--- config.mk ---
export PLATFORM = sky130hd
export DESIGN_NAME = keypad_scanner
export DESIGN_NICKNAME = d
export VERILOG_FILES = /design/src/rtl/keypad_scanner.sv
export SDC_FILE = /design/constraint.sdc
export NUM_CORES = 1
export LEC_CHECK = 0
export CAP_MARGIN = 20
export CORE_MARGIN = 4
export CORE_UTILIZATION = 40
export DETAILED_ROUTE_END_ITERATION = 7
export MAX_ROUTING_LAYER = met4
export SETUP_SLACK_MARGIN = 0.3
export SLEW_MARGIN = 20
export SYNTH_ARGS = -nofsm -noshare
export SYNTH_HDL_FRONTEND = slang
export SYNTH_SLANG_ARGS = --single-unit
--- constraint.sdc ---
create_clock -name clk_48 -period 10.3 [get_ports clk_48]
set_input_delay 3.09 -clock clk_48 [delete_from_list [all_inputs] [get_ports clk_48]]
set_output_delay 3.09 -clock clk_48 [all_outputs]
set_load 0.05 [all_outputs]
--- src/rtl/keypad_scanner.sv ---
// 4x4 active-low keypad scanner with 2-FF column sync and frame debounce.
// Optional auto-repeat while held: define KEYPAD_REPEAT_EN.
module keypad_scanner #(
    parameter int SETTLE_CYCLES  = 64,
    parameter int DEBOUNCE_SCANS = 4,
    parameter int REPEAT_SCANS   = 16
) (
    input  logic       clk_48,
    input  logic       reset,
    input  logic [3:0] col_n,
    output logic [3:0] row_n,
    output logic [3:0] buttons,
    output logic       key_held
);

    localparam int SW = $clog2(SETTLE_CYCLES);
    localparam int MAXC = (DEBOUNCE_SCANS > REPEAT_SCANS) ?
                          DEBOUNCE_SCANS : REPEAT_SCANS;
    localparam int CW = $clog2(MAXC + 1);

    typedef enum logic [1:0] {
        RELEASED,
        PRESS_WAIT,
        HELD,
        RELEASE_WAIT
    } state_t;

    logic [3:0]    sync1;
    logic [3:0]    sync2;
    logic [3:0]    pressed;
    logic [SW-1:0] slot;
    logic [1:0]    row;
    logic [15:0]   snapshot;
    logic          frame_done;
    logic          last_slot;

    assign pressed   = ~sync2;
    assign last_slot = (slot == SW'(SETTLE_CYCLES - 1));

    always_comb begin
        row_n = ~(4'b0001 << row);
    end

    always_ff @(posedge clk_48 or posedge reset) begin
        if (reset) begin
            sync1      <= 4'hF;
            sync2      <= 4'hF;
            slot       <= '0;
            row        <= '0;
            snapshot   <= '0;
            frame_done <= 1'b0;
        end else begin
            sync1      <= col_n;
            sync2      <= sync1;
            frame_done <= 1'b0;
            if (last_slot) begin
                slot                         <= '0;
                snapshot[{row, 2'b00} +: 4]  <= pressed;
                row                          <= row + 2'd1;
                frame_done                   <= (row == 2'd3);
            end else begin
                slot <= slot + SW'(1);
            end
        end
    end

    // Key 0 is reserved: masked out before counting.
    logic [15:0] valid;
    logic [3:0]  hits;
    logic [3:0]  key_idx;
    logic        none;
    logic        single;

    always_comb begin
        valid   = snapshot & 16'hFFFE;
        hits    = '0;
        key_idx = '0;
        for (int i = 0; i < 16; i++) begin
            if (valid[i]) begin
                hits    = hits + 4'd1;
                key_idx = 4'(i);
            end
        end
        none   = (hits == 4'd0);
        single = (hits == 4'd1);
    end

    state_t        state;
    logic [3:0]    cand;
    logic [CW-1:0] cnt;
`ifdef KEYPAD_REPEAT_EN
    logic [CW-1:0] rpt;
`endif

    always_ff @(posedge clk_48 or posedge reset) begin
        if (reset) begin
            state    <= RELEASED;
            cand     <= '0;
            cnt      <= '0;
            buttons  <= '0;
            key_held <= 1'b0;
`ifdef KEYPAD_REPEAT_EN
            rpt      <= '0;
`endif
        end else begin
            buttons <= '0;
            if (frame_done) begin
`ifdef KEYPAD_REPEAT_EN
                rpt <= '0;
`endif
                unique case (state)
                    RELEASED: begin
                        if (single) begin
                            cand  <= key_idx;
                            cnt   <= CW'(1);
                            state <= PRESS_WAIT;
                        end
                    end
                    PRESS_WAIT: begin
                        if (single && key_idx == cand) begin
                            if (cnt == CW'(DEBOUNCE_SCANS - 1)) begin
                                state    <= HELD;
                                key_held <= 1'b1;
                                buttons  <= cand;
                                cnt      <= '0;
                            end else begin
                                cnt <= cnt + CW'(1);
                            end
                        end else if (single) begin
                            cand <= key_idx;
                            cnt  <= CW'(1);
                        end else begin
                            state <= RELEASED;
                            cnt   <= '0;
                        end
                    end
                    HELD: begin
                        if (none) begin
                            state <= RELEASE_WAIT;
                            cnt   <= CW'(1);
                        end
`ifdef KEYPAD_REPEAT_EN
                        // Mute toggles, so it must never auto-repeat.
                        else if (single && key_idx == cand &&
                                 cand != 4'd7) begin
                            if (rpt == CW'(REPEAT_SCANS - 1)) begin
                                buttons <= cand;
                            end else begin
                                rpt <= rpt + CW'(1);
                            end
                        end
`endif
                    end
                    RELEASE_WAIT: begin
                        if (none) begin
                            if (cnt == CW'(DEBOUNCE_SCANS - 1)) begin
                                state    <= RELEASED;
                                key_held <= 1'b0;
                                cnt      <= '0;
                            end else begin
                                cnt <= cnt + CW'(1);
                            end
                        end else begin
                            state <= HELD;
                            cnt   <= '0;
                        end
                    end
                endcase
            end
        end
    end

endmodule

==> impl_metrics.prom, run 1 <==
# TYPE chip_impl_metric gauge
chip_impl_metric{name="drc_errors",unit=""} 0
chip_impl_metric{name="slew_viol_final",unit=""} 0
chip_impl_metric{name="ys_warn_count",unit=""} 0
chip_impl_metric{name="num_ports",unit=""} 15
chip_impl_info{name="tritoncts",value="done"} 1
chip_impl_metric{name="p_leak",unit="nW"} 1.790
chip_impl_metric{name="fin_util",unit=""} 0.4446
chip_impl_metric{name="finalHoldWorstSlack",unit="ns"} 0.3593
chip_impl_metric{name="placeableCoreArea",unit="um2"} 9240
chip_impl_metric{name="detailroute.via_count",unit=""} 2860
chip_impl_metric{name="globalRouteOverflowTotal",unit=""} 0
chip_impl_metric{name="post_drt_via_cell_ratio",unit=""} 5.316
chip_impl_metric{name="finalNetCount",unit=""} 436
chip_impl_metric{name="worstPathArrival",unit="ns"} 9.41
chip_impl_metric{name="report.final.setup_viol",unit=""} 0
chip_impl_info{name="status",value="finished, final reports clean"} 1
chip_impl_metric{name="powerDensity",unit="nW/um2"} 77.42
chip_impl_metric{name="hold_viol",unit=""} 0
chip_impl_metric{name="area_growth",unit="%"} 8.350
chip_impl_metric{name="die_w",unit="um"} 105.4
chip_impl_info{name="crit-reg2reg-capture",value="cand[3]"} 1
chip_impl_metric{name="max_clock_freq",unit="MHz"} 108.5
chip_impl_metric{name="die_h",unit="um"} 105.4
chip_impl_info{name="synth-main-ff-cell",value="dfrtp_1"} 1
chip_impl_metric{name="number_of_enable_type_register_cells_in_the_synthesized_netlist",unit=""} 0
chip_impl_metric{name="dr.pass1.iters",unit=""} 4
chip_impl_metric{name="critPathMaxFanout",unit=""} 6
chip_impl_info{name="critPathCaptureType",value="register"} 1
chip_impl_metric{name="syn_avg_cell_area",unit="um2"} 9.454
chip_impl_info{name="critical_path.startpoint",value="snapshot[1]"} 1
chip_impl_info{name="crit_path_start_kind",value="register"} 1
chip_impl_metric{name="synth.lib_cells_used.distinct",unit=""} 70
chip_impl_metric{name="r2r_slack",unit="ns"} 1.08
chip_impl_info{name="grt_setup_unrepaired",value="false"} 1
chip_impl_metric{name="sequential_element_share_of_the_synthesized_area",unit=""} 0.3195
chip_impl_metric{name="final_layout_size_suffix_gt1_frac",unit=""} 0.1296
chip_impl_metric{name="worst_ep_required_time",unit="ns"} 10.49
chip_impl_metric{name="timing.critical_path.buf_inv",unit=""} 2
chip_impl_metric{name="grt_start_max_net_pins",unit=""} 49
chip_impl_metric{name="hpwlAfterDp",unit="um"} 5554
chip_impl_metric{name="diodes",unit=""} 0
chip_impl_metric{name="hold_buffers",unit=""} 0
chip_impl_info{name="critical_path.top_delay_family",value="adder cells"} 1
chip_impl_metric{name="ys_seq_elements",unit=""} 48
chip_impl_metric{name="period_share",unit=""} 0.8949
chip_impl_metric{name="fp-row-count",unit=""} 35
chip_impl_metric{name="clk_path_buf_depth",unit=""} 2
chip_impl_metric{name="timing.critical_path.depth",unit=""} 43
chip_impl_metric{name="post_synth_instance_area",unit="um2"} 3791
chip_impl_info{name="type_of_the_worst_setup_path",value="register to register"} 1
chip_impl_metric{name="antenna_found_initial",unit=""} 0
chip_impl_metric{name="grt_pass1_wl",unit="um"} 13120
chip_impl_metric{name="detail_route.wirelength",unit="um"} 7462
chip_impl_metric{name="via_count_of_the_first_global_routing_pass",unit=""} 2690
chip_impl_info{name="r2r_start",value="snapshot[1]"} 1
chip_impl_metric{name="ffs_w_async_s_r_synth",unit=""} 1.000
chip_impl_metric{name="timing.max_cap.violations",unit=""} 0
chip_impl_info{name="worst_setup_path_endpoint",value="cand[3]"} 1
chip_impl_metric{name="cts.reportedPaths.clkPinSlew",unit="ns"} 0.09
chip_impl_info{name="hold_class",value="register to register"} 1
chip_impl_metric{name="port_buffers",unit=""} 14
chip_impl_metric{name="tightest_slew",unit="ns"} 1.092
chip_impl_metric{name="ant_nets",unit=""} 0
chip_impl_metric{name="insertion_delay",unit="ns"} 0.31
chip_impl_metric{name="routabilityCongestion",unit=""} 0.8867
chip_impl_metric{name="grt_usage",unit=""} 0.1448
chip_impl_metric{name="clock-skew-final",unit="ns"} 0.005488
chip_impl_info{name="cell_at_the_root_of_the_clock_tree",value="clkbuf_8"} 1
chip_impl_metric{name="ff2ff_path_depth",unit=""} 43
chip_impl_metric{name="htree_num_levels",unit=""} 2
chip_impl_metric{name="maximum_vdd_drop",unit="mV"} 0.08658
chip_impl_metric{name="cts-buffers-inserted",unit=""} 5
chip_impl_metric{name="effective_utilization_at_floorplan",unit=""} 0.4103
chip_impl_metric{name="setup_tns",unit="ns"} 0
chip_impl_metric{name="worst_slew_margin_rel",unit=""} 0.2621
chip_impl_metric{name="violation_count_after_the_first_detailed_route_iteration",unit=""} 140
chip_impl_info{name="timing.critical_path.slowest_stage_cell",value="dfrtp_1"} 1
chip_impl_metric{name="num-fill-cells",unit=""} 905
chip_impl_info{name="crit_top_cell",value="ha_1"} 1
chip_impl_metric{name="cts.sinks",unit=""} 48
chip_impl_metric{name="period_minus_slack",unit="ns"} 9.217
chip_impl_metric{name="synth.net_count",unit=""} 429
chip_impl_metric{name="critical-path-max-stage-delay",unit="ns"} 0.41
chip_impl_metric{name="wl_per_cell",unit="um"} 13.87
chip_impl_metric{name="dieArea",unit="um2"} 11100
chip_impl_metric{name="post_synth_inst_count",unit=""} 401
==> report_power, final <==
| group | total [mW] | leakage, nW | internal (mW) | switching [mW] |
|---|---|---|---|---|
| clock network | 0.120 | 0.0516 | 0.0550 | 0.0652 |
| logic | 0.00542 | 1.11 | 0.00169 | 0.00373 |
| registers | 0.192 | 0.629 | 0.191 | 0.00125 |
| total | 0.318 | 1.79 | 0.248 | 0.0701 |
==> cell families (layout without fill, tap and decap cells) <==
logic type               after synthesis  after routing  share of synthesized area
buffers and inverters                 41             49                    0.05545
multiplexers                           9              9                    0.02838
AND/OR/NAND/NOR                      151            151                     0.2033
XOR/XNOR                              49             49                     0.1634
adder cells (fa/ha/maj)               22             22                    0.07261
AO/OA/AOI/OAI                         81             81                     0.1574
flip-flops                            48             48                     0.3195
==> worst min path at each step <==
stage,start,to,cells past startpoint
global placement,sync1[3],sync2[3],0
global route,sync1[1],sync2[1],0
CTS,sync1[2],sync2[2],0
finish,sync1[0],sync2[0],0
floorplan,sync1[0],sync2[0],0
detailed placement,sync1[2],sync2[2],0
==> worst register-to-register path: cells and delay by family, from the launching register on <==
family	cells	cell delay (ns)
buffers and inverters	2	0.14
xor gates and xnor gates	2	0.50
AOI/OAI and AO/OA	12	1.64
muxes	3	0.93
DFF	1	0.41
adders and majority gates	13	3.82
and+or+nand+nor	11	1.67
==> per-layer routing <==
metal	up-vias	wire, um	track usage
li1	1448	-	-
met1	1375	3757	0.2020
met2	29	3444	0.2222
met3	8	133	0.01653
met4	0	127	0.04311
met5	-	0	-
==> cell usage after synthesis, types with 2 or more instances <==
cell / number / share of area
buf_2: 2 / 0.0026
xor2_1: 12 / 0.028
clkbuf_1: 6 / 0.0059
nor3_1: 8 / 0.011
a21oi_1: 13 / 0.017
clkbuf_8: 3 / 0.011
and2_2: 2 / 0.0040
a2111oi_0: 3 / 0.0069
xnor2_4: 2 / 0.015
nand2_1: 49 / 0.049
a211o_1: 2 / 0.0046
nor4_1: 3 / 0.0050
xnor3_1: 3 / 0.018
dfstp_2: 8 / 0.055
nor4b_1: 2 / 0.0046
a31oi_1: 3 / 0.0050
and3_1: 2 / 0.0033
xnor2_1: 23 / 0.053
o211ai_1: 2 / 0.0040
or3_1: 6 / 0.0099
o2111a_1: 2 / 0.0059
and2_1: 5 / 0.0083
a211oi_1: 2 / 0.0040
nand4_1: 5 / 0.0083
buf_6: 2 / 0.0059
inv_1: 25 / 0.025
o311a_1: 3 / 0.0079
nor2b_1: 3 / 0.0050
o311ai_0: 2 / 0.0046
xnor2_2: 4 / 0.017
dfrtp_1: 40 / 0.26
a21o_1: 2 / 0.0040
mux2i_1: 4 / 0.011
mux2_2: 4 / 0.012
o21ai_0: 14 / 0.018
nor3_2: 2 / 0.0053
nand4b_1: 2 / 0.0046
ha_1: 22 / 0.073
nor2_1: 25 / 0.025
o31ai_1: 20 / 0.040
xor3_2: 2 / 0.013
nand3_1: 25 / 0.033
nor3b_1: 2 / 0.0040
nand3b_1: 4 / 0.0079
==> registers in the layout, summed over array words and instances, names as in the netlist <==
name / count
cnt: 5
state: 2
sync2: 4
frame_done: 1
row: 2
snapshot: 15
sync1: 4
buttons: 4
key_held: 1
slot: 6
cand: 4
==> repair_timing <==
| item | in CTS | in global routing |
|---|---|---|
| setup buffers | 0 | 0 |
| resized for setup | 0 | 5 |
| setup endpoints to repair | 0 | 16 |
==> area by class of cell <==
| type | instances | area (um2) | area share |
|---|---|---|---|
| Inverter | 26 | 101.3 | 0.02467 |
| Tap cell | 129 | 161.4 | 0.03929 |
| Clock inverter | 2 | 13.76 | 0.003351 |
| Sequential cell | 48 | 1211 | 0.2949 |
| Multi-Input combinational cell | 312 | 2390 | 0.5818 |
| Clock buffer | 6 | 82.58 | 0.02010 |
| Timing Repair Buffer | 15 | 147.6 | 0.03594 |
==> through the flow <==
step                      power, mW  worst slack (ns)  std cells  cell area [um2]
after global routing         0.3337            0.3286        538             4108
after detailed placement     0.2018            0.8466        530             3990
after global placement       0.2018             1.178        530             3990
after CTS                    0.3233            0.8398        538             4086
final                        0.3180             1.083        538             4108
after floorplan              0.1982             1.713        401             3791
==> cell usage in the layout, fill, tap and decap left out, types with 6 or more instances in the layout <==
master,Yosys,layout
inv_1,25,24
ha_1,22,22
nand2_1,49,49
a21oi_1,13,13
o21ai_0,14,14
nand3_1,25,25
or3_1,6,6
dfstp_2,8,8
nor2_1,25,23
xnor2_1,23,23
xor2_1,12,12
clkdlybuf4s50_1,0,14
clkbuf_8,3,6
dfrtp_1,40,40
o31ai_1,20,20
nor3_1,8,8
Note: power is estimated with default switching activity, not from simulation.
==> inputs of run 2 (changes only) <==
--- a/config.mk
+++ b/config.mk
@@ -10,6 +10,7 @@
 export CORE_UTILIZATION = 40
 export DETAILED_ROUTE_END_ITERATION = 7
 export MAX_ROUTING_LAYER = met4
+export REMOVE_ABC_BUFFERS = 1
 export SETUP_SLACK_MARGIN = 0.3
 export SLEW_MARGIN = 20
 export SYNTH_ARGS = -nofsm -noshare
==> impl_metrics.prom, run 2 (synthesis results as in run 1) <==
# TYPE chip_impl_metric gauge
chip_impl_metric{name="placed_area",unit="um2"} 3990
chip_impl_metric{name="ant_nets",unit=""} 0
chip_impl_metric{name="met1_track_demand_over_resource_in_global_routing",unit=""} 0.1875
chip_impl_metric{name="placedCellCount",unit=""} 530
chip_impl_metric{name="grtUsageMet2",unit=""} 0.2354
chip_impl_info{name="layout.cells.most_common_list",value="nand2_1, dfrtp_1, nand3_1"} 1
chip_impl_metric{name="grtUsageMet3",unit=""} 0.01470
chip_impl_metric{name="fin_util",unit=""} 0.4481
chip_impl_metric{name="effective_utilization_at_floorplan",unit=""} 0.4103
chip_impl_metric{name="maximum_vdd_drop",unit="mV"} 0.09048
chip_impl_metric{name="fp-row-count",unit=""} 35
chip_impl_metric{name="grt_start_max_net_pins",unit=""} 49
chip_impl_metric{name="critPathMaxFanout",unit=""} 7
chip_impl_metric{name="globalRouteOverflowTotal",unit=""} 0
chip_impl_metric{name="worstPathArrival",unit="ns"} 9.64
chip_impl_metric{name="slew_viol_final",unit=""} 0
chip_impl_metric{name="clock-skew-final",unit="ns"} 0.006543
chip_impl_metric{name="final_cells",unit=""} 538
chip_impl_metric{name="via_count_of_the_first_global_routing_pass",unit=""} 2742
chip_impl_info{name="status",value="finished, final reports clean"} 1
chip_impl_metric{name="clk_path_buf_depth",unit=""} 2
chip_impl_info{name="max_flop_register",value="snapshot"} 1
chip_impl_metric{name="final-seq-area",unit="um2"} 1211
chip_impl_metric{name="largest_register_ffs",unit=""} 15
chip_impl_metric{name="postCtsSetupRepairBufs",unit=""} 0
chip_impl_metric{name="critical-path-max-stage-delay",unit="ns"} 0.41
chip_impl_metric{name="report.final.setup_viol",unit=""} 0
chip_impl_metric{name="grt_pass1_wl",unit="um"} 12940
chip_impl_metric{name="ff2ff_path_depth",unit=""} 44
chip_impl_metric{name="tightest_slew",unit="ns"} 0.9848
chip_impl_metric{name="setup_tns",unit="ns"} 0
chip_impl_metric{name="hold_viol",unit=""} 0
chip_impl_info{name="crit_top_cell",value="ha_1"} 1
chip_impl_metric{name="num_ports",unit=""} 15
chip_impl_metric{name="powerDensity",unit="nW/um2"} 82.95
chip_impl_metric{name="total_power",unit="mW"} 0.3434
chip_impl_metric{name="p_leak",unit="nW"} 1.802
chip_impl_metric{name="insertion_delay",unit="ns"} 0.31
chip_impl_info{name="timing.critical_path.slowest_stage_cell",value="dfrtp_1"} 1
chip_impl_metric{name="antenna_found_initial",unit=""} 0
chip_impl_metric{name="area_taken_by_multi_input_logic_gates",unit="um2"} 2397
chip_impl_metric{name="routabilityCongestion",unit=""} 0.8593
chip_impl_info{name="gr-max-usage-layer",value="met2"} 1
chip_impl_metric{name="detailroute.via_count",unit=""} 2826
chip_impl_metric{name="cts-buffers-inserted",unit=""} 5
chip_impl_info{name="whs_endpoint",value="sync2[1]"} 1
chip_impl_metric{name="hold_buffers",unit=""} 0
chip_impl_info{name="crit_path_start_kind",value="register"} 1
chip_impl_info{name="critPathCaptureType",value="register"} 1
chip_impl_info{name="min-delay-start",value="sync1[1]"} 1
chip_impl_info{name="largest_registers",value="snapshot: 15 flops, slot: 6 flops, cnt: 5 flops"} 1
chip_impl_metric{name="finalNetCount",unit=""} 436
chip_impl_metric{name="dieArea",unit="um2"} 11100
chip_impl_metric{name="period_minus_slack",unit="ns"} 9.403
chip_impl_metric{name="die_w",unit="um"} 105.4
chip_impl_metric{name="worst_hold_path.num_cells",unit=""} 0
chip_impl_metric{name="final_area",unit="um2"} 4140
chip_impl_metric{name="post_drt_via_cell_ratio",unit=""} 5.253
chip_impl_metric{name="cts.reportedPaths.clkPinSlew",unit="ns"} 0.09
chip_impl_metric{name="drc_errors",unit=""} 0
chip_impl_metric{name="port_buffers",unit=""} 14
chip_impl_metric{name="area_growth",unit="%"} 9.208
chip_impl_metric{name="cts_resized",unit=""} 0
chip_impl_metric{name="setup_ws",unit="ns"} 0.8973
chip_impl_metric{name="timing.max_cap.violations",unit=""} 0
chip_impl_metric{name="grt_usage",unit=""} 0.1434
chip_impl_metric{name="finalHoldWorstSlack",unit="ns"} 0.3556
chip_impl_metric{name="placeableCoreArea",unit="um2"} 9240
chip_impl_info{name="most_common_library_cell_in_the_layout_ignoring_fill_and_taps",value="nand2_1"} 1
chip_impl_metric{name="wl_per_cell",unit="um"} 13.88
chip_impl_metric{name="detail_route.wirelength",unit="um"} 7468
chip_impl_metric{name="die_h",unit="um"} 105.4
chip_impl_metric{name="r2r_slack",unit="ns"} 0.90
chip_impl_metric{name="dr.pass1.iters",unit=""} 4
chip_impl_metric{name="diodes",unit=""} 0
chip_impl_metric{name="num-fill-cells",unit=""} 912
chip_impl_metric{name="worst_ep_required_time",unit="ns"} 10.53
chip_impl_metric{name="htree_num_levels",unit=""} 2
chip_impl_info{name="tritoncts",value="done"} 1
chip_impl_metric{name="violation_count_after_the_first_detailed_route_iteration",unit=""} 153
chip_impl_info{name="crit-reg2reg-capture",value="cnt[2]"} 1
chip_impl_metric{name="hpwlAfterDp",unit="um"} 5611
chip_impl_info{name="hold_class",value="register to register"} 1
chip_impl_metric{name="period_share",unit=""} 0.9129
chip_impl_metric{name="worst_slew_margin_rel",unit=""} 0.3342
chip_impl_info{name="cell_at_the_root_of_the_clock_tree",value="clkbuf_8"} 1
chip_impl_metric{name="max_clock_freq",unit="MHz"} 106.4
chip_impl_info{name="type_of_the_worst_setup_path",value="register to register"} 1
chip_impl_metric{name="cts.sinks",unit=""} 48
chip_impl_metric{name="pre_cts_ws",unit="ns"} 0.8377
chip_impl_metric{name="final_layout_size_suffix_gt1_frac",unit=""} 0.1320
chip_impl_info{name="r2r_start",value="snapshot[2]"} 1
chip_impl_info{name="grt_setup_unrepaired",value="true"} 1
==> run 2: area by class of cell <==
type | instances | area share
inverter | 26 | 0.02448
clock inverter | 2 | 0.009368
clock buffer | 6 | 0.01995
multi-input combinational | 312 | 0.5790
sequential | 48 | 0.2925
tap | 129 | 0.03898
timing repair buffer | 15 | 0.03566
==> run 2: report_power, final <==
part / internal (mW) / switching (mW) / total (mW)
combinational: 0.00169 / 0.00373 / 0.00542
sequential: 0.191 / 0.00132 / 0.193
clock: 0.0794 / 0.0660 / 0.145
==> run 2: how the worst max path moves through the flow <==
stage                      from      to  slack [ns]  cells after the start
finish              snapshot[2]  cnt[2]        0.90                     44
global route        snapshot[2]  cnt[2]        0.24                     44
CTS                 snapshot[1]  cnt[2]        0.78                     44
detailed placement  snapshot[1]  cnt[2]        0.84                     44
global placement    snapshot[1]  cnt[2]        1.14                     44
floorplan           snapshot[1]  cnt[2]        1.67                     44
==> run 2: metal layers <==
metal  vias to the layer above  part of all wire
met3                         7             0.016
met2                        24              0.47
li1                       1446                 -
met4                         0             0.014
met5                         -                 0
met1                      1349              0.50
==> run 2: worst max-delay path, delay by kind of cell, from the launching register on <==
| family | cells | cell delay [ns] |
|---|---|---|
| DFF | 1 | 0.41 |
| adders and majority gates | 13 | 3.82 |
| muxes | 2 | 0.58 |
| and+or+nand+nor | 12 | 1.94 |
| xor gates and xnor gates | 2 | 0.50 |
| buffers and inverters | 2 | 0.16 |
| AOI/OAI and AO/OA | 13 | 1.90 |
==> inputs of run 3 (changes only) <==
--- a/config.mk
+++ b/config.mk
@@ -7,9 +7,10 @@
 export LEC_CHECK = 0
 export CAP_MARGIN = 20
 export CORE_MARGIN = 4
-export CORE_UTILIZATION = 40
+export CORE_UTILIZATION = 60
 export DETAILED_ROUTE_END_ITERATION = 7
 export MAX_ROUTING_LAYER = met4
+export PLACE_DENSITY = 0.79
 export REMOVE_ABC_BUFFERS = 1
 export SETUP_SLACK_MARGIN = 0.3
 export SLEW_MARGIN = 20
==> impl_metrics.prom, run 3 (synthesis results as in run 1) <==
# TYPE chip_impl_metric gauge
chip_impl_info{name="status",value="finished, final reports clean"} 1
chip_impl_metric{name="globalRouteOverflowTotal",unit=""} 0
chip_impl_metric{name="pre_cts_ws",unit="ns"} 0.8186
chip_impl_metric{name="worst_ep_required_time",unit="ns"} 10.50
chip_impl_metric{name="finalNetCount",unit=""} 437
chip_impl_metric{name="clock-skew-final",unit="ns"} 0.01336
chip_impl_metric{name="largest_register_ffs",unit=""} 15
chip_impl_metric{name="maximum_vdd_drop",unit="mV"} 0.1215
chip_impl_metric{name="postCtsSetupRepairBufs",unit=""} 0
chip_impl_metric{name="effective_utilization_at_floorplan",unit=""} 0.6292
chip_impl_info{name="largest_registers",value="snapshot: 15 flops, slot: 6 flops, cnt: 5 flops"} 1
chip_impl_metric{name="port_buffers",unit=""} 14
chip_impl_metric{name="dr.pass1.iters",unit=""} 5
chip_impl_metric{name="die_w",unit="um"} 87.49
chip_impl_metric{name="p_leak",unit="nW"} 1.804
chip_impl_metric{name="detail_route.wirelength",unit="um"} 7352
chip_impl_metric{name="cts-buffers-inserted",unit=""} 5
chip_impl_metric{name="period_minus_slack",unit="ns"} 9.277
chip_impl_info{name="cell_at_the_root_of_the_clock_tree",value="clkbuf_8"} 1
chip_impl_info{name="most_common_library_cell_in_the_layout_ignoring_fill_and_taps",value="nand2_1"} 1
chip_impl_metric{name="worstPathArrival",unit="ns"} 9.47
chip_impl_metric{name="cts.reportedPaths.clkPinSlew",unit="ns"} 0.10
chip_impl_metric{name="max_clock_freq",unit="MHz"} 107.8
chip_impl_info{name="worst_setup_path_endpoint",value="state[1]"} 1
chip_impl_metric{name="powerDensity",unit="nW/um2"} 78.03
chip_impl_metric{name="area_growth",unit="%"} 7.261
chip_impl_metric{name="critPathMaxFanout",unit=""} 6
chip_impl_metric{name="grt_pass1_wl",unit="um"} 12630
chip_impl_metric{name="ant_nets",unit=""} 0
chip_impl_metric{name="r2r_slack",unit="ns"} 1.02
chip_impl_metric{name="drc_errors",unit=""} 0
chip_impl_metric{name="detailroute.via_count",unit=""} 2970
chip_impl_metric{name="report.final.setup_viol",unit=""} 0
chip_impl_info{name="crit_path_start_kind",value="register"} 1
chip_impl_info{name="crit_top_cell",value="ha_1"} 1
chip_impl_metric{name="num_ports",unit=""} 15
chip_impl_info{name="tritoncts",value="done"} 1
chip_impl_metric{name="fp-row-count",unit=""} 28
chip_impl_info{name="max_flop_register",value="snapshot"} 1
chip_impl_metric{name="tightest_slew",unit="ns"} 1.061
chip_impl_metric{name="antenna_found_initial",unit=""} 0
chip_impl_metric{name="routabilityCongestion",unit=""} 0.8993
chip_impl_metric{name="slew_viol_final",unit=""} 0
chip_impl_metric{name="ff2ff_path_depth",unit=""} 45
chip_impl_metric{name="insertion_delay",unit="ns"} 0.31
chip_impl_metric{name="violation_count_after_the_first_detailed_route_iteration",unit=""} 135
chip_impl_metric{name="setup_ws",unit="ns"} 1.023
chip_impl_info{name="layout.cells.most_common_list",value="nand2_1, dfrtp_1, nand3_1"} 1
chip_impl_info{name="grt_setup_unrepaired",value="false"} 1
chip_impl_metric{name="clk_path_buf_depth",unit=""} 2
chip_impl_info{name="r2r_start",value="snapshot[1]"} 1
chip_impl_metric{name="cts.sinks",unit=""} 48
chip_impl_metric{name="dieArea",unit="um2"} 7655
chip_impl_info{name="critical_path.startpoint",value="snapshot[1]"} 1
chip_impl_metric{name="grt_start_max_net_pins",unit=""} 49
chip_impl_metric{name="wl_per_cell",unit="um"} 15.16
chip_impl_metric{name="via_count_of_the_first_global_routing_pass",unit=""} 2664
chip_impl_metric{name="diodes",unit=""} 0
chip_impl_metric{name="setup_tns",unit="ns"} 0
chip_impl_metric{name="timing.max_cap.violations",unit=""} 0
chip_impl_info{name="timing.critical_path.slowest_stage_cell",value="dfrtp_1"} 1
chip_impl_metric{name="num-fill-cells",unit=""} 481
chip_impl_info{name="crit-reg2reg-capture",value="state[1]"} 1
chip_impl_metric{name="die_h",unit="um"} 87.49
chip_impl_metric{name="hpwlAfterDp",unit="um"} 5549
chip_impl_metric{name="htree_num_levels",unit=""} 2
chip_impl_metric{name="cts_resized",unit=""} 0
chip_impl_metric{name="post_drt_via_cell_ratio",unit=""} 6.124
chip_impl_metric{name="worst_slew_margin_rel",unit=""} 0.2824
chip_impl_info{name="type_of_the_worst_setup_path",value="register to register"} 1
chip_impl_metric{name="placeableCoreArea",unit="um2"} 6026
chip_impl_info{name="hold_class",value="register to register"} 1
chip_impl_metric{name="final_layout_size_suffix_gt1_frac",unit=""} 0.1317
chip_impl_metric{name="hold_viol",unit=""} 0
chip_impl_metric{name="critical-path-max-stage-delay",unit="ns"} 0.41
chip_impl_info{name="critPathCaptureType",value="register"} 1
chip_impl_metric{name="period_share",unit=""} 0.9007
chip_impl_metric{name="hold_buffers",unit=""} 0
chip_impl_metric{name="grt_usage",unit=""} 0.2119
[run 3: cell count changes in the layout (fill, tap and decap cells not counted), sizes merged]
cell	before	now
bufinv	1	0
buf	1	2
inv	25	27
clkinv	2	1
[run 3: how the worst min path moves through the flow]
| stage | from | endpoint | slack [ns] | depth (start not counted) |
|---|---|---|---|---|
| after floorplan | sync1[0] | sync2[0] | 0.35 | 0 |
| after global placement | sync1[2] | sync2[2] | 0.35 | 0 |
| after detailed placement | sync1[0] | sync2[0] | 0.35 | 0 |
| after CTS | sync1[2] | sync2[2] | 0.36 | 0 |
| after global routing | sync1[0] | sync2[0] | 0.36 | 0 |
| final | sync1[3] | sync2[3] | 0.36 | 0 |
[run 3: critical path, delay by kind of cell (launching register included)]
kind | cells | cell delay [ns]
XOR/XNOR | 2 | 0.53
AND/OR/NAND/NOR | 12 | 1.64
multiplexers | 3 | 0.82
adder cells (fa/ha/maj) | 13 | 3.81
flip-flops | 1 | 0.41
buffers and inverters | 2 | 0.14
AO/OA/AOI/OAI | 13 | 1.83
[run 3: routing by layer]
metal	routed length [um]	up-vias	track usage
li1	-	1449	-
met1	3391	1436	0.2901
met2	3610	75	0.3322
met3	258	10	0.02554
met4	91	0	0.05997
met5	0	-	-
[run 3: per-stage QoR]
step	total power, mW	hold slack [ns]	util	cells	area [um2]
2_1_floorplan	0.1982	0.3452	-	386	3681
3_3_place_gp	0.2015	0.3457	0.6510	476	3923
3_5_place_dp	0.2017	0.3469	0.6510	476	3923
4_1_cts	0.3207	0.3596	0.6669	484	4019
5_1_grt	0.3313	0.3619	0.6748	485	4066
6_report	0.3173	0.3576	0.6748	485	4066
[run 3: area by class of cell]
type	count	area, um2	share of cell area
clock inverters	2	13.76	0.003385
multi-input cells	312	2390	0.5877
repair buffers	16	175.2	0.04308
clock buffers	6	82.58	0.02031
well taps	75	93.84	0.02308
inverters	26	100.1	0.02462
flip-flops and latches	48	1211	0.2978
[run 3: report_power, final]
part / switching, mW / internal (mW)
logic: 0.00391 / 0.00273
registers: 0.00115 / 0.191
clock network: 0.0634 / 0.0549
total: 0.0684 / 0.249
==> RTL change: new RTL, config.mk and constraints of run 2 <==
Add a define of `KEYPAD_REPEAT_EN`.
--- a/src/rtl/keypad_scanner.sv
+++ b/src/rtl/keypad_scanner.sv
@@ -2,2 +2,4 @@
 // Optional auto-repeat while held: define KEYPAD_REPEAT_EN.
+`define KEYPAD_REPEAT_EN
+
 module keypad_scanner #(
Function: no difference found for any inputs over 10 cycles, from zero or initial values and one cycle with reset high; that may be too few to reach the edited logic, so the function may still have changed.
==> RTL change against run 2 <==
  * Die area grew 13%
  * Total power up 0.94%
  * Worst hold slack better by 6.0 ps
  * Via count increased by 26%
  * Worst setup slack improved by 38 ps
  * Area after synthesis up 15%
  * Sequential cell count is 5 higher
  * Sequential share of layout area decreased by 1.1 points
  * Wire length rose by 21%
  * Sequential power grew 9.8%
  * Non-clock buffer count increased by 4
  * Largest power group unchanged
  * Cell area rose by 15%
==> RTL change: results <==
group,metric,value,unit
run_status,run_status,"completed",
global_route,grt_pass1_wl,15800,um
place,dpl.hpwl,6810,um
cells_and_area,drive_gt1_share,10.5,%
cells_and_area,nets,538,
global_route,grt_pass1_vias,3402,
synthesis,synth_cell_types,75,
setup_path,crit_arrival,9590,ps
route,dr.pass1.iters,5,
setup_path,slowest_delay,530,ps
power,vdd_drop_max,0.120,mV
timing,clock_skew,11.9,ps
synthesis,synthTopCellsByArea,"dfrtp_1 (26%), ha_1 (7.8%), nand2_1 (5.4%)",
route,viasPerCell,5.54,
cells_and_area,top_regs,"snapshot x15, slot x6",
synthesis,synth_commonest_cells,"nand2_1 (63), dfrtp_1 (45), inv_1 (40)",
global_route,track_usage,15.3,%
route,wl_met3,284,um
place,place.gp.congestion,0.841,
timing,tightest_slew,670,ps
setup_path,reg2regPathDepth,46,
clocking,path_clk_slew,110,ps
clocking,cts_buffers,5,
route,wl_met2,4170,um
route,wl_met1,4460,um
route,dr.first_iter.drc_count,186,
place,placedCellCount,630,
place,placed_area,4570,um2
global_route,grt_max_degree,54,
clocking,clkLatencyLatePin,330,ps
route,drt-total-wl,9040,um
clocking,cts_root_buffer,"clkbuf_8",
setup_path,cpMaxStageDelayCell,"nor4_1",
[RTL change: changes by cell type in the layout (fill, tap and decap cells not counted), sizes merged, moves of 5 or more]
cell	delta
a21oi	+6
nor2	+10
ha	+5
o21ai	+15
o2111ai	+6
inv	+19
nand2	+14
nand2b	+7
dfrtp	+5
[RTL change: worst paths after layout]
| kind | startpoint | end | slack [ps] |
|---|---|---|---|
| max | snapshot[1]$_DFFE_PP0P_ | state[1]$_DFFE_PP0P_ | 940 |
| min in group asynchronous | reset | slot[2]$_DFF_PP0_ | 3260 |
| min | sync1[2]$_DFF_PP1_ | sync2[2]$_DFF_PP1_ | 360 |
| max in group asynchronous | reset | rpt[3]$_DFFE_PP0P_ | 6610 |
| max reg2reg | snapshot[1]$_DFFE_PP0P_ | state[1]$_DFFE_PP0P_ | 940 |
| min reg2reg | sync1[2]$_DFF_PP1_ | sync2[2]$_DFF_PP1_ | 360 |
[RTL change: where the power goes]
part           switching (uW)  internal [uW]  total (uW)
Combinational            4.14           1.92        6.07
Sequential               1.17            211         212
Clock                    77.6           51.0         129
Total                    82.9            264         347
[RTL change: cell type report]
type	count	area [um2]
clock buffer	5	68.8
clock inverter	3	28.8
fill	1051	5720
inverter	42	158
multi-input combinational	384	2810
sequential	53	1340
tap	136	170
timing repair buffer	19	178
[RTL change: worst register-to-register path: cells and delay by family (launching register included)]
family | cells | cell delay, ps
DFF | 1 | 410
adders and majority gates | 13 | 4080
xor gates and xnor gates | 1 | 180
muxes | 3 | 680
buffers and inverters | 6 | 410
and+or+nand+nor | 11 | 1780
AOI/OAI and AO/OA | 12 | 1720
[RTL change: timing repair]
item | CTS | global route
resized for setup | 0 | 7
buffers inserted | 0 | 4
endpoints found under the setup margin | 0 | 21
[RTL change: through the flow]
stage | total power (uW) | hold WS (ps) | setup slack (ps)
2_1_floorplan | 219 | 345 | 1460
3_3_place_gp | 222 | 346 | 892
3_5_place_dp | 223 | 347 | 407
4_1_cts | 353 | 363 | 391
5_1_grt | 360 | 372 | 218
6_report | 347 | 362 | 935
[RTL change: cells by family after synthesis]
family | share of synthesized area [%]
simple gates | 20.3
buf+inv | 5.76
fa+ha+maj | 7.78
flops | 30.8
mux | 1.73
xor+xnor | 12.7
compound gates | 21.0
[RTL change: routing by layer]
metal	vias up	track usage [%]
met5	-	-
met2	73	24.8
met3	11	1.94
met1	1672	20.3
met4	0	3.85
li1	1802	-
